`src/rtl/ika2151_timer_regif.sv`:
```
// CPU bus register interface for the IKA2151 timer block: register decode, flag-reset
// pulses, write-busy counter, status readback and the CSM key-on strobe.
module ika2151_timer_regif #(
    parameter int BUSY_CYCLES = 64
) (
    input  logic       i_EMUCLK,
    input  logic       i_MRST_n,
    input  logic       i_phi1_NCEN_n,

    input  logic       i_CS_n,
    input  logic       i_WR_n,
    input  logic       i_RD_n,
    input  logic       i_A0,
    input  logic [7:0] i_D,
    output logic [7:0] o_D,
    output logic       o_D_OE,

    input  logic       i_TIMERA_FLAG,
    input  logic       i_TIMERB_FLAG,
    input  logic       i_TIMERA_OVFL,

    output logic [7:0] o_CLKA1,
    output logic [1:0] o_CLKA2,
    output logic [7:0] o_CLKB,
    output logic       o_TIMERA_FRST,
    output logic       o_TIMERB_FRST,
    output logic       o_TIMERA_RUN,
    output logic       o_TIMERB_RUN,
    output logic       o_TIMERA_IRQ_EN,
    output logic       o_TIMERB_IRQ_EN,
    output logic [7:0] o_TEST,
    output logic       o_CSM_KON
);

    localparam int CNT_W = $clog2(BUSY_CYCLES + 1);
    localparam logic [CNT_W-1:0] BUSY_LOAD = CNT_W'(BUSY_CYCLES);
    localparam logic [CNT_W-1:0] CNT_ONE   = CNT_W'(1);

    logic             tick;
    logic             wr;
    logic             wr_z;
    logic             wr_accept;
    logic             rd;
    logic             addr_wr;
    logic             data_wr;
    logic [7:0]       addr_reg;
    logic             csm_en;
    logic             busy;
    logic [CNT_W-1:0] busy_cnt;

    logic             sel_test;
    logic             sel_clka1;
    logic             sel_clka2;
    logic             sel_clkb;
    logic             sel_ctrl;

    assign tick = ~i_phi1_NCEN_n;

    // Bus protocol: a write is taken once, on the edge where CS_n&WR_n first go low;
    // there is no ready/backpressure, so every such edge is an accept.
    assign wr        = ~i_CS_n & ~i_WR_n;
    assign rd        = ~i_CS_n & ~i_RD_n & i_WR_n;
    assign wr_accept = wr & ~wr_z;
    assign addr_wr   = wr_accept & ~i_A0;
    assign data_wr   = wr_accept &  i_A0;

    always_ff @(posedge i_EMUCLK) begin
        if (!i_MRST_n) begin
            wr_z <= 1'b0;
        end else begin
            wr_z <= wr;
        end
    end

    always_ff @(posedge i_EMUCLK) begin
        if (!i_MRST_n) begin
            addr_reg <= 8'h00;
        end else if (addr_wr) begin
            addr_reg <= i_D;
        end
    end

    always_comb begin
        sel_test  = 1'b0;
        sel_clka1 = 1'b0;
        sel_clka2 = 1'b0;
        sel_clkb  = 1'b0;
        sel_ctrl  = 1'b0;
        if (data_wr) begin
            case (addr_reg)
                8'h01:   sel_test  = 1'b1;
                8'h10:   sel_clka1 = 1'b1;
                8'h11:   sel_clka2 = 1'b1;
                8'h12:   sel_clkb  = 1'b1;
                8'h14:   sel_ctrl  = 1'b1;
                default: ;
            endcase
        end
    end

    always_ff @(posedge i_EMUCLK) begin
        if (!i_MRST_n) begin
            o_TEST  <= 8'h00;
            o_CLKA1 <= 8'h00;
            o_CLKA2 <= 2'b00;
            o_CLKB  <= 8'h00;
        end else begin
            if (sel_test)  o_TEST  <= i_D;
            if (sel_clka1) o_CLKA1 <= i_D;
            if (sel_clka2) o_CLKA2 <= i_D[1:0];
            if (sel_clkb)  o_CLKB  <= i_D;
        end
    end

    always_ff @(posedge i_EMUCLK) begin
        if (!i_MRST_n) begin
            csm_en          <= 1'b0;
            o_TIMERB_IRQ_EN <= 1'b0;
            o_TIMERA_IRQ_EN <= 1'b0;
            o_TIMERB_RUN    <= 1'b0;
            o_TIMERA_RUN    <= 1'b0;
        end else if (sel_ctrl) begin
            csm_en          <= i_D[7];
            o_TIMERB_IRQ_EN <= i_D[3];
            o_TIMERA_IRQ_EN <= i_D[2];
            o_TIMERB_RUN    <= i_D[1];
            o_TIMERA_RUN    <= i_D[0];
        end
    end

    // Set wins over the tick clear, so the pulse always survives until the next tick.
    always_ff @(posedge i_EMUCLK) begin
        if (!i_MRST_n) begin
            o_TIMERA_FRST <= 1'b0;
        end else if (sel_ctrl && i_D[4]) begin
            o_TIMERA_FRST <= 1'b1;
        end else if (tick) begin
            o_TIMERA_FRST <= 1'b0;
        end
    end

    always_ff @(posedge i_EMUCLK) begin
        if (!i_MRST_n) begin
            o_TIMERB_FRST <= 1'b0;
        end else if (sel_ctrl && i_D[5]) begin
            o_TIMERB_FRST <= 1'b1;
        end else if (tick) begin
            o_TIMERB_FRST <= 1'b0;
        end
    end

    // Any data write (listed address or not) restarts the busy window.
    always_ff @(posedge i_EMUCLK) begin
        if (!i_MRST_n) begin
            busy     <= 1'b0;
            busy_cnt <= '0;
        end else if (data_wr) begin
            busy     <= 1'b1;
            busy_cnt <= BUSY_LOAD;
        end else if (tick && busy) begin
            busy_cnt <= busy_cnt - CNT_ONE;
            if (busy_cnt == CNT_ONE) begin
                busy <= 1'b0;
            end
        end
    end

    always_ff @(posedge i_EMUCLK) begin
        if (!i_MRST_n) begin
            o_D    <= 8'h00;
            o_D_OE <= 1'b0;
        end else begin
            o_D    <= {busy, 5'b00000, i_TIMERB_FLAG, i_TIMERA_FLAG};
            o_D_OE <= rd;
        end
    end

    always_ff @(posedge i_EMUCLK) begin
        if (!i_MRST_n) begin
            o_CSM_KON <= 1'b0;
        end else if (tick) begin
            o_CSM_KON <= csm_en & i_TIMERA_OVFL;
        end
    end

endmodule

```
`config.mk`:
```
export PLATFORM = sky130hd
export DESIGN_NAME = ika2151_timer_regif
export DESIGN_NICKNAME = d
export VERILOG_FILES = /design/src/rtl/ika2151_timer_regif.sv
export SDC_FILE = /design/constraint.sdc
export NUM_CORES = 1
export LEC_CHECK = 0
export ABC_CLOCK_PERIOD_IN_PS = 1800
export CAP_MARGIN = 20
export CELL_PAD_IN_SITES_DETAIL_PLACEMENT = 1
export CELL_PAD_IN_SITES_GLOBAL_PLACEMENT = 1
export CORE_MARGIN = 2
export CORE_UTILIZATION = 36
export CTS_CLUSTER_DIAMETER = 50
export DETAILED_ROUTE_END_ITERATION = 6
export PLACE_DENSITY = 0.76
export SLEW_MARGIN = 5
export SYNTH_ARGS = -nofsm -noshare
export SYNTH_HDL_FRONTEND = slang
export SYNTH_SLANG_ARGS = --single-unit
```
`constraint.sdc`:
```
create_clock -name i_EMUCLK -period 1.8 [get_ports i_EMUCLK]
set_input_delay 0.54 -clock i_EMUCLK [delete_from_list [all_inputs] [get_ports i_EMUCLK]]
set_output_delay 0.54 -clock i_EMUCLK [all_outputs]
set_load 0.05 [all_outputs]
```
==> flow_summary.yaml <==
timing:
  layout_setup_ws_ns: 0.126
  finClkSkew_ns: 0.00617
  setup_viol: 0
  hold_viol_final: 0
  slew_violations: 0
  finalCritPeriodShare_pct: 93.0
  clock.fmax_mhz: 597
  period_needed_ns: 1.67
  rsz0062_at_grt: "false"
clocking:
  cts.path.max_buffers: 2
  ctsHtreeMaxLevel: 2
  clkSlewWorstSetupHoldPaths_ns: 0.09
  clock_latency_ns: 0.30
  clock_sinks: 55
  cts_buffers: 5
  hold_buffers: 0
  cts_root_buf: "clkbuf_8"
  cts_tree: "built"
placement:
  place_congestion: 0.732
  io_buffers: 54
  post-dp-hpwl_um: 3820
  dp_slack_ns: -0.431
layout:
  nFillCells: 682
  drive_gt1_share_pct: 24.5
  diodes: 0
  final_nets: 305
  seqCellArea_um2: 1100
  final_common_cell: "dfxtp_1"
  mostFrequentLayoutCells: "55 x dfxtp_1, 50 x buf_4, 43 x nand2_1, 38 x mux2i_1, 13 x clkdlybuf4s50_1"
  multi_input_area_um2: 1020
  fin_util_pct: 50.1
  area_growth_pct: 34.7
power_and_ir_drop:
  comb_power_share_pct: 10.4
  p_sw_w: 0.000515
  clkPwrFrac_pct: 30.5
  seq_power_share_pct: 59.1
  p_int_w: 0.00160
  p_sw_share_pct: 24.3
  vdd_drop_max_mv: 0.353
  leakagePower_nw: 1.31
  power_density_nw_per_um2: 718
detailed_routing:
  drtAntennaViolNets: 0
  drt_iter0_drc: 29
  viasPerCell: 4.81
  wl_per_cell_um: 14.1
  drt_wl_total_um: 5080
  remaining_drc_errors: 0
  routed-via-count: 1737
  first_pass_iters: 4
worst_setup_path:
  criticalPathCategory: "in2reg"
  crit_arrival_ns: 1.89
  reg2reg_to: "o_TEST[4]"
  rr_worst_depth: 4
  cp.required_ns: 2.02
  endpoint_kind: "flop"
  reg2reg_setup_slack_ns: 0.27
  critPathLaunchType: "input port"
  timing.rr.start: "addr_reg[1]"
  critical_path.max_fanout: 8
min_path:
  min-delay-start: "o_CLKB[7]"
  hold_end: "o_CLKB[7]"
  hold_depth: 2
  holdCritPathClass: "reg2reg"
die:
  core_um2: 5890
  chipWidth_um: 82.0
  start_util_pct: 37.2
  rows: 28
  die_h_um: 82.0
  io_pins: 60
  die-area_um2: 6730
grt:
  grt_pass1_vias: 1751
  grt_pass1_wl_um: 8250
  grt-ovfl-total: 0
  gr-usage-all-layers_pct: 16.2
  grt_max_degree: 51
  antenna_found_initial: 0
yosys:
  yosysWarnings: 0
  synth_cell_types: 36
  synth_top_area_share_pct: 50.3
  avgSynthCellArea_um2: 10.2
  synth_seq_cells: 55
  ys_top_cells_by_area: "dfxtp_1 50%, mux2i_1 18%, nand2_1 7.4%"
  synthCells: 215
  synth_top_area_cell: "dfxtp_1"
  syn_area_um2: 2190
  ys_seq_area_share_pct: 50.3
outcome:
  status: "completed"
run:
  cap_violations: 0
[cells by family after synthesis]
kind of cell	count (synthesis)	share of synthesized area (%)
other	1	0.171
DFF	55	50.3
and+or+nand+nor	85	22.0
adders and majority gates	2	1.14
muxes	39	17.8
buffers and inverters	17	3.94
xor gates and xnor gates	2	0.800
AOI/OAI and AO/OA	14	3.83
[worst max-delay path by stage]
| stage | startpoint | endpoint | slack, ns | depth (start not counted) |
|---|---|---|---|---|
| 2_1_floorplan | i_CS_n | busy_cnt[1] | 0.23 | 3 |
| 3_3_place_gp | i_WR_n | busy_cnt[1] | -0.37 | 4 |
| 3_5_place_dp | i_WR_n | o_TEST[4] | -0.43 | 6 |
| 4_1_cts | i_WR_n | o_TEST[4] | 0.11 | 6 |
| 5_1_grt | i_WR_n | o_TEST[4] | 0.08 | 6 |
| 6_report | i_WR_n | o_TEST[4] | 0.13 | 6 |
[repair_timing]
item | 4_1_cts | 5_1_grt
buffers inserted | 2 | 0
endpoints found under the setup margin | 21 | 0
resized for setup | 4 | 0
[per-stage QoR]
| stage | cell area, µm² | setup TNS [ns] | hold WS [ns] | std cells | total power (W) |
|---|---|---|---|---|---|
| after floorplan | 2210 | 0 | 0.439 | 219 | 0.00141 |
| after global placement | 2850 | -14.77 | 0.443 | 351 | 0.00150 |
| after detailed placement | 2850 | -15.65 | 0.453 | 351 | 0.00150 |
| after CTS | 2950 | 0 | 0.469 | 361 | 0.00215 |
| after global routing | 2950 | 0 | 0.492 | 361 | 0.00221 |
| final | 2950 | 0 | 0.463 | 361 | 0.00212 |
[layer usage]
layer	vias up	track usage (%)	part of all wire, %
met4	0	5.33	1.7
met5	-	0	0
met1	825	19.5	44
met3	8	4.73	5.0
met2	36	27.7	49
li1	868	-	-
[cell usage after synthesis]
| cell | n |
|---|---|
| a211oi_1 | 1 |
| ha_1 | 2 |
| nand3b_1 | 1 |
| nor2b_1 | 8 |
| or4_4 | 1 |
| nor4_1 | 1 |
| o41ai_1 | 2 |
| clkbuf_1 | 5 |
| xnor2_1 | 1 |
| and4b_1 | 1 |
| nor4_4 | 1 |
| buf_1 | 2 |
| nor4b_1 | 3 |
| nand4_1 | 1 |
| conb_1 | 1 |
| xor2_1 | 1 |
| nor2_1 | 5 |
| or4_1 | 1 |
| nor4b_4 | 1 |
| nand2_1 | 43 |
| a21oi_1 | 4 |
| nand2b_1 | 1 |
| or4b_1 | 1 |
| o21ai_0 | 5 |
| or4b_2 | 1 |
| mux2i_1 | 39 |
| nand4_2 | 3 |
| nand3_1 | 2 |
| a31oi_1 | 1 |
| buf_4 | 6 |
| dfxtp_1 | 55 |
| nor3_1 | 3 |
| and2_1 | 4 |
| o31ai_1 | 1 |
| or3_1 | 3 |
| inv_1 | 4 |
[cell type report]
type | count | share of cell area [%]
Tap cell | 75 | 3.18
Inverter | 4 | 0.509
Clock inverter | 1 | 0.170
Clock buffer | 7 | 2.59
Multi-Input combinational cell | 147 | 34.6
Sequential cell | 55 | 37.3
Timing Repair Buffer | 72 | 21.6
[power by group through the flow]
stage	combinational [W]	sequential, W	clock, W
3_3_place_gp	0.000219	0.00128	0
4_1_cts	0.000223	0.00125	0.000678
6_report	0.000220	0.00125	0.000647
2_1_floorplan	0.000117	0.00129	0
5_1_grt	0.000242	0.00125	0.000717
3_5_place_dp	0.000222	0.00128	0
[worst max-delay path, cell delays in order]
cell,delay [ns]
dlygate4sd2_1,0.31
nor4b_4,0.26
buf_4,0.16
and4b_1,0.24
buf_12,0.15
mux2i_2,0.23
Note: power is estimated with default switching activity, not from simulation.
==> RTL edit 1, RTL diff (config.mk and constraints unchanged) <==
Set the parameter `BUSY_CYCLES` to 256 (it was 64).
--- a/src/rtl/ika2151_timer_regif.sv
+++ b/src/rtl/ika2151_timer_regif.sv
@@ -1,7 +1,7 @@
 // CPU bus register interface for the IKA2151 timer block: register decode, flag-reset
 // pulses, write-busy counter, status readback and the CSM key-on strobe.
 module ika2151_timer_regif #(
-    parameter int BUSY_CYCLES = 64
+    parameter int BUSY_CYCLES = 256
 ) (
     input  logic       i_EMUCLK,
     input  logic       i_MRST_n,
Function: no difference found for any inputs over 10 cycles, from zero or initial values and one cycle with i_MRST_n low; that may be too few to reach the edited logic, so the function may still have changed.
==> RTL edit 1 against the original RTL <==
Critical endpoint is now busy_cnt[6]$_SDFFE_PP0P_; critical path depth is 2 lower; wire length is 19% higher; sequential cell count is 2 higher; worst setup slack worse by 0.065 ns; register-to-register slack worse by 0.12 ns; combinational power is 10% higher; synthesized area is 6.2% higher; design area is 11% higher; total power is 37% higher.
==> RTL edit 1: results (changes against the original RTL) <==
Route
  – Detailed Route Iter0 Violations: 40 (was 29)
  – Via count: 1,906 (was 1,737)
  – Vias per cell: 4.977 (was 4.812)
  – Final routed wirelength across all metal layers: 6055 um (was 5083 um)
  – Iteration count of the initial detailed-routing pass: 3 (was 4)

Placement
  – HPWL Detailed: 4269 um (was 3815 um)
  – Pre-CTS WS: -0.5006 ns (was -0.4307 ns)
  – Placed instance area: 3038 um2 (was 2854 um2)
  – Placed insts: 366 (was 351)
  – Weighted congestion reported at the end of routability-driven placement: 0.7359 (was 0.7319)

Clock tree
  – Clock slew at reported path FFs: 0.06 ns (was 0.09 ns)
  – Number of CTS-inserted buffers: 9 (was 5)
  – Worst skew pair latency: 0.33 ns (was 0.30 ns)
  – Post-CTS setup repair buffer count: 0 (was 2)
  – H-tree Lvls: 3 (was 2)

Worst setup path
  – Crit path launch: i_phi1_NCEN_n (was i_WR_n)
  – Arr. time, crit path: 2.01 ns (was 1.89 ns)
  – Critical Path Max Stage Delay: 0.57 ns (was 0.31 ns)
  – Cell family with the largest share of critical-path delay: simple AND/OR/NAND/NOR gates (was buffers and inverters)
  – Master of the slowest instance on the critical path: or4b_4 (was dlygate4sd2_1)
  – Worst Path Max Fanout: 5 (was 8)
  – Beginning of the worst register-to-register path: busy_cnt[2]$_SDFFE_PP0P_ (was addr_reg[1]$_SDFFE_PN0P_)

Global routing
  – Number of global-route vias before repair: 2,060 (was 1,751)
  – Pin count of the biggest net entering global routing: 34 (was 51)
  – Global-route total usage across every layer: 18.42% (was 16.22%)
  – Wire length of the first global-routing pass: 10,240 um (was 8252 um)

Cells and area
  – Antenna cells: 0 (unchanged)
  – Layout cells sized above 1: 28.76% (was 24.48%)
  – Fin nets: 321 (was 305)
  – Number of fillers in the final layout: 720 (was 682)

Synthesis
  – Synthesized area per cell: 10.16 um2 (was 10.19 um2)
  – Post-synth cell types: 40 (was 36)
  – Synth top cells by count: dfxtp_1, nand2_1, mux2i_1 (unchanged)
  – Largest cells by area after synthesis: dfxtp_1, mux2i_1, nand2_1 (unchanged)
  – Portion of the post-synthesis area used by sequential elements: 49.06% (was 50.26%)

Power
  – Fraction of power consumed by the clock network: 46.9% (was 30.5%)
  – Internal power consumption: 0.002235 W (was 0.001604 W)
  – Sw Share: 23.20% (was 24.31%)
  – Combinational Power Share: 8.4% (was 10.4%)
  – Static power due to leakage: 1.454 nW (was 1.315 nW)
  – Max rail drop VDD: 514.5 uV (was 352.6 uV)

Status
  – Result of the run: finished clean (unchanged)

STA
  – Post-Route Skew: 0.007916 ns (was 0.006171 ns)
==> RTL edit 1: worst paths after layout <==
| check | depth (start not counted) | endpoint | slack, ns |
|---|---|---|---|
| worst min register to register | 2 | o_CLKB[7]$_SDFFE_PN0P_ | 0.46 |
| worst max register to register | 3 | busy_cnt[6]$_SDFFE_PP0P_ | 0.15 |
| worst min-delay path | 2 | o_CLKB[7]$_SDFFE_PN0P_ | 0.46 |
| worst max-delay path | 4 | busy_cnt[6]$_SDFFE_PP0P_ | 0.06 |
==> RTL edit 1: timing repair <==
item | CTS | global route
pin swaps | 3 | 1
gates resized for setup | 7 | 1
endpoints found under the hold margin | 0 | 0
cloned | 1 | 0
setup endpoints to repair | 20 | 22
==> RTL edit 1: cells by family (layout without fill, tap and decap cells) <==
kind of cell / Yosys count / count (layout) / synth area share, %
adder cells (fa/ha/maj): 2 / 2 / 1.076
flip-flops: 57 / 57 / 49.06
XOR/XNOR: 2 / 2 / 0.7532
AND/OR/NAND/NOR: 92 / 93 / 23.08
other: 1 / 5 / 0.1612
AO/OA/AOI/OAI: 14 / 14 / 4.089
multiplexers: 41 / 41 / 17.64
buffers and inverters: 20 / 92 / 4.142
==> RTL edit 1: final cells by class <==
type | instances | area [um2] | area share (%)
inverter | 4 | 15.01 | 0.4568
tap | 77 | 96.34 | 2.931
multi-input combinational | 157 | 1129 | 34.34
sequential | 57 | 1141 | 34.72
clock buffer | 11 | 151.4 | 4.606
timing repair buffer | 72 | 676.9 | 20.59
clock inverter | 5 | 77.57 | 2.360
==> RTL edit 1: routing by layer <==
layer | GRT usage, % | vias to the layer above | share of wire (%)
li1 | - | 932 | -
met1 | 21.45 | 915 | 43
met2 | 32.18 | 45 | 50
met3 | 5.605 | 14 | 4.5
met4 | 6.349 | 0 | 2.1
met5 | 0 | - | 0
==> RTL edit 2, RTL diff (config.mk and constraints unchanged) <==
Without the edit above. The output `o_D_OE` loses its register stage (`o_D_OE` becomes a continuous assignment).
--- a/src/rtl/ika2151_timer_regif.sv
+++ b/src/rtl/ika2151_timer_regif.sv
@@ -168,12 +168,12 @@
     always_ff @(posedge i_EMUCLK) begin
         if (!i_MRST_n) begin
             o_D    <= 8'h00;
-            o_D_OE <= 1'b0;
         end else begin
             o_D    <= {busy, 5'b00000, i_TIMERB_FLAG, i_TIMERA_FLAG};
-            o_D_OE <= rd;
         end
     end
+
+    assign o_D_OE = rd;
 
     always_ff @(posedge i_EMUCLK) begin
         if (!i_MRST_n) begin
Function: changed (a bounded check fails within 4 cycles, from zero or initial values and one cycle with i_MRST_n low).
==> RTL edit 2 against the original RTL <==
Worst setup slack got worse by 0.062 ns; total power is 9.9% higher; sequential share of layout area decreased by 1.3 points; synthesized area fell by 0.97%; clock skew grew 0.0086 ns; sequential cell count shrank 1; design area grew 1.7%; wire length is 2.0% higher; synthesized cell count down 0.93%.
==> RTL edit 2: results (changes against the original RTL) <==
Status
  – Result of the run: finished clean (unchanged)

Synthesis
  – Portion of the post-synthesis area used by sequential elements: 49.83% (was 50.26%)
  – Synth top cells by count: dfxtp_1, nand2_1, mux2i_1 (unchanged)
  – Synthesized area per cell: 10.19 um2 (about the same)
  – Post-synth cell types: 37 (was 36)
  – Yosys top cell area share: 49.83% (was 50.26%)
  – Largest cells by area after synthesis: dfxtp_1, mux2i_1, nand2_1 (unchanged)

Global routing
  – Number of global-route vias before repair: 1,735 (was 1,751)
  – Pin count of the biggest net entering global routing: 27 (was 51)
  – Met3 GRT Util: 4.066% (was 4.725%)
  – Wire length of the first global-routing pass: 8369 um (was 8252 um)
  – Met2 Track Usage GR: 28.11% (was 27.72%)

Cells and area
  – Multi-input logic portion of the cell area: 34.36% (was 34.65%)
  – Clock Buffer Count: 6 (was 7)
  – Plain + repair buffers: 75 (was 72)
  – Post-layout util: 50.98% (was 50.13%)
  – Fin nets: 306 (was 305)
  – Final-layout non-clock buffer area share: 21.93% (was 21.59%)
  – Layout cells sized above 1: 27.18% (was 24.48%)
  – Count of multi-input combinational gates: 146 (was 147)

Worst setup path
  – Worst reg-to-reg path cell count: 3 (was 4)
  – Worst Path Max Fanout: 4 (was 8)
  – Critical Path Max Stage Delay: 0.22 ns (was 0.31 ns)
  – Master of the slowest instance on the critical path: nor3b_4 (was dlygate4sd2_1)
  – Arr. time, crit path: 1.20 ns (was 1.89 ns)

Power
  – Combinational Power Share: 10.0% (was 10.4%)
  – Logic power comb: 0.000232 W (was 0.000220 W)
  – Sw Share: 23.83% (was 24.31%)
  – Static power due to leakage: 1.335 nW (was 1.315 nW)
  – Max rail drop VDD: 361.9 uV (was 352.6 uV)

Placement
  – Placed insts: 353 (was 351)
  – Pre-CTS WS: -0.3572 ns (was -0.4307 ns)

Floorplanning
  – X dimension of the die: 81.63 um (was 82.01 um)

Clock tree
  – Count of instances resized after the clock tree is built: 9 (was 4)
  – Post-CTS setup repair buffer count: 0 (was 2)
  – Sinks on Clock Net: 54 (was 55)

Route
  – Detailed Route Iter0 Violations: 68 (was 29)
==> RTL edit 2: cell families (layout without fill, tap and decap cells) <==
group                    count (synthesis)  count (layout)  share of synthesized area [%]
XOR/XNOR                                 2               2                         0.8075
other                                    1               5                         0.1728
flip-flops                              54              54                          49.83
AND/OR/NAND/NOR                         84              84                          22.20
adder cells (fa/ha/maj)                  2               2                          1.153
AO/OA/AOI/OAI                           14              14                          3.864
multiplexers                            39              39                          17.99
buffers and inverters                   17              87                          3.979
==> RTL edit 2: worst paths after layout <==
kind | from | to | slack (ns)
max reg2reg | busy_cnt[3]$_SDFFE_PP0P_ | busy_cnt[6]$_SDFFE_PN0P_ | 0.29
min reg2reg | o_TEST[5]$_SDFFE_PN0P_ | o_TEST[5]$_SDFFE_PN0P_ | 0.47
max | i_CS_n | o_D_OE | 0.06
min | o_TEST[5]$_SDFFE_PN0P_ | o_TEST[5]$_SDFFE_PN0P_ | 0.47
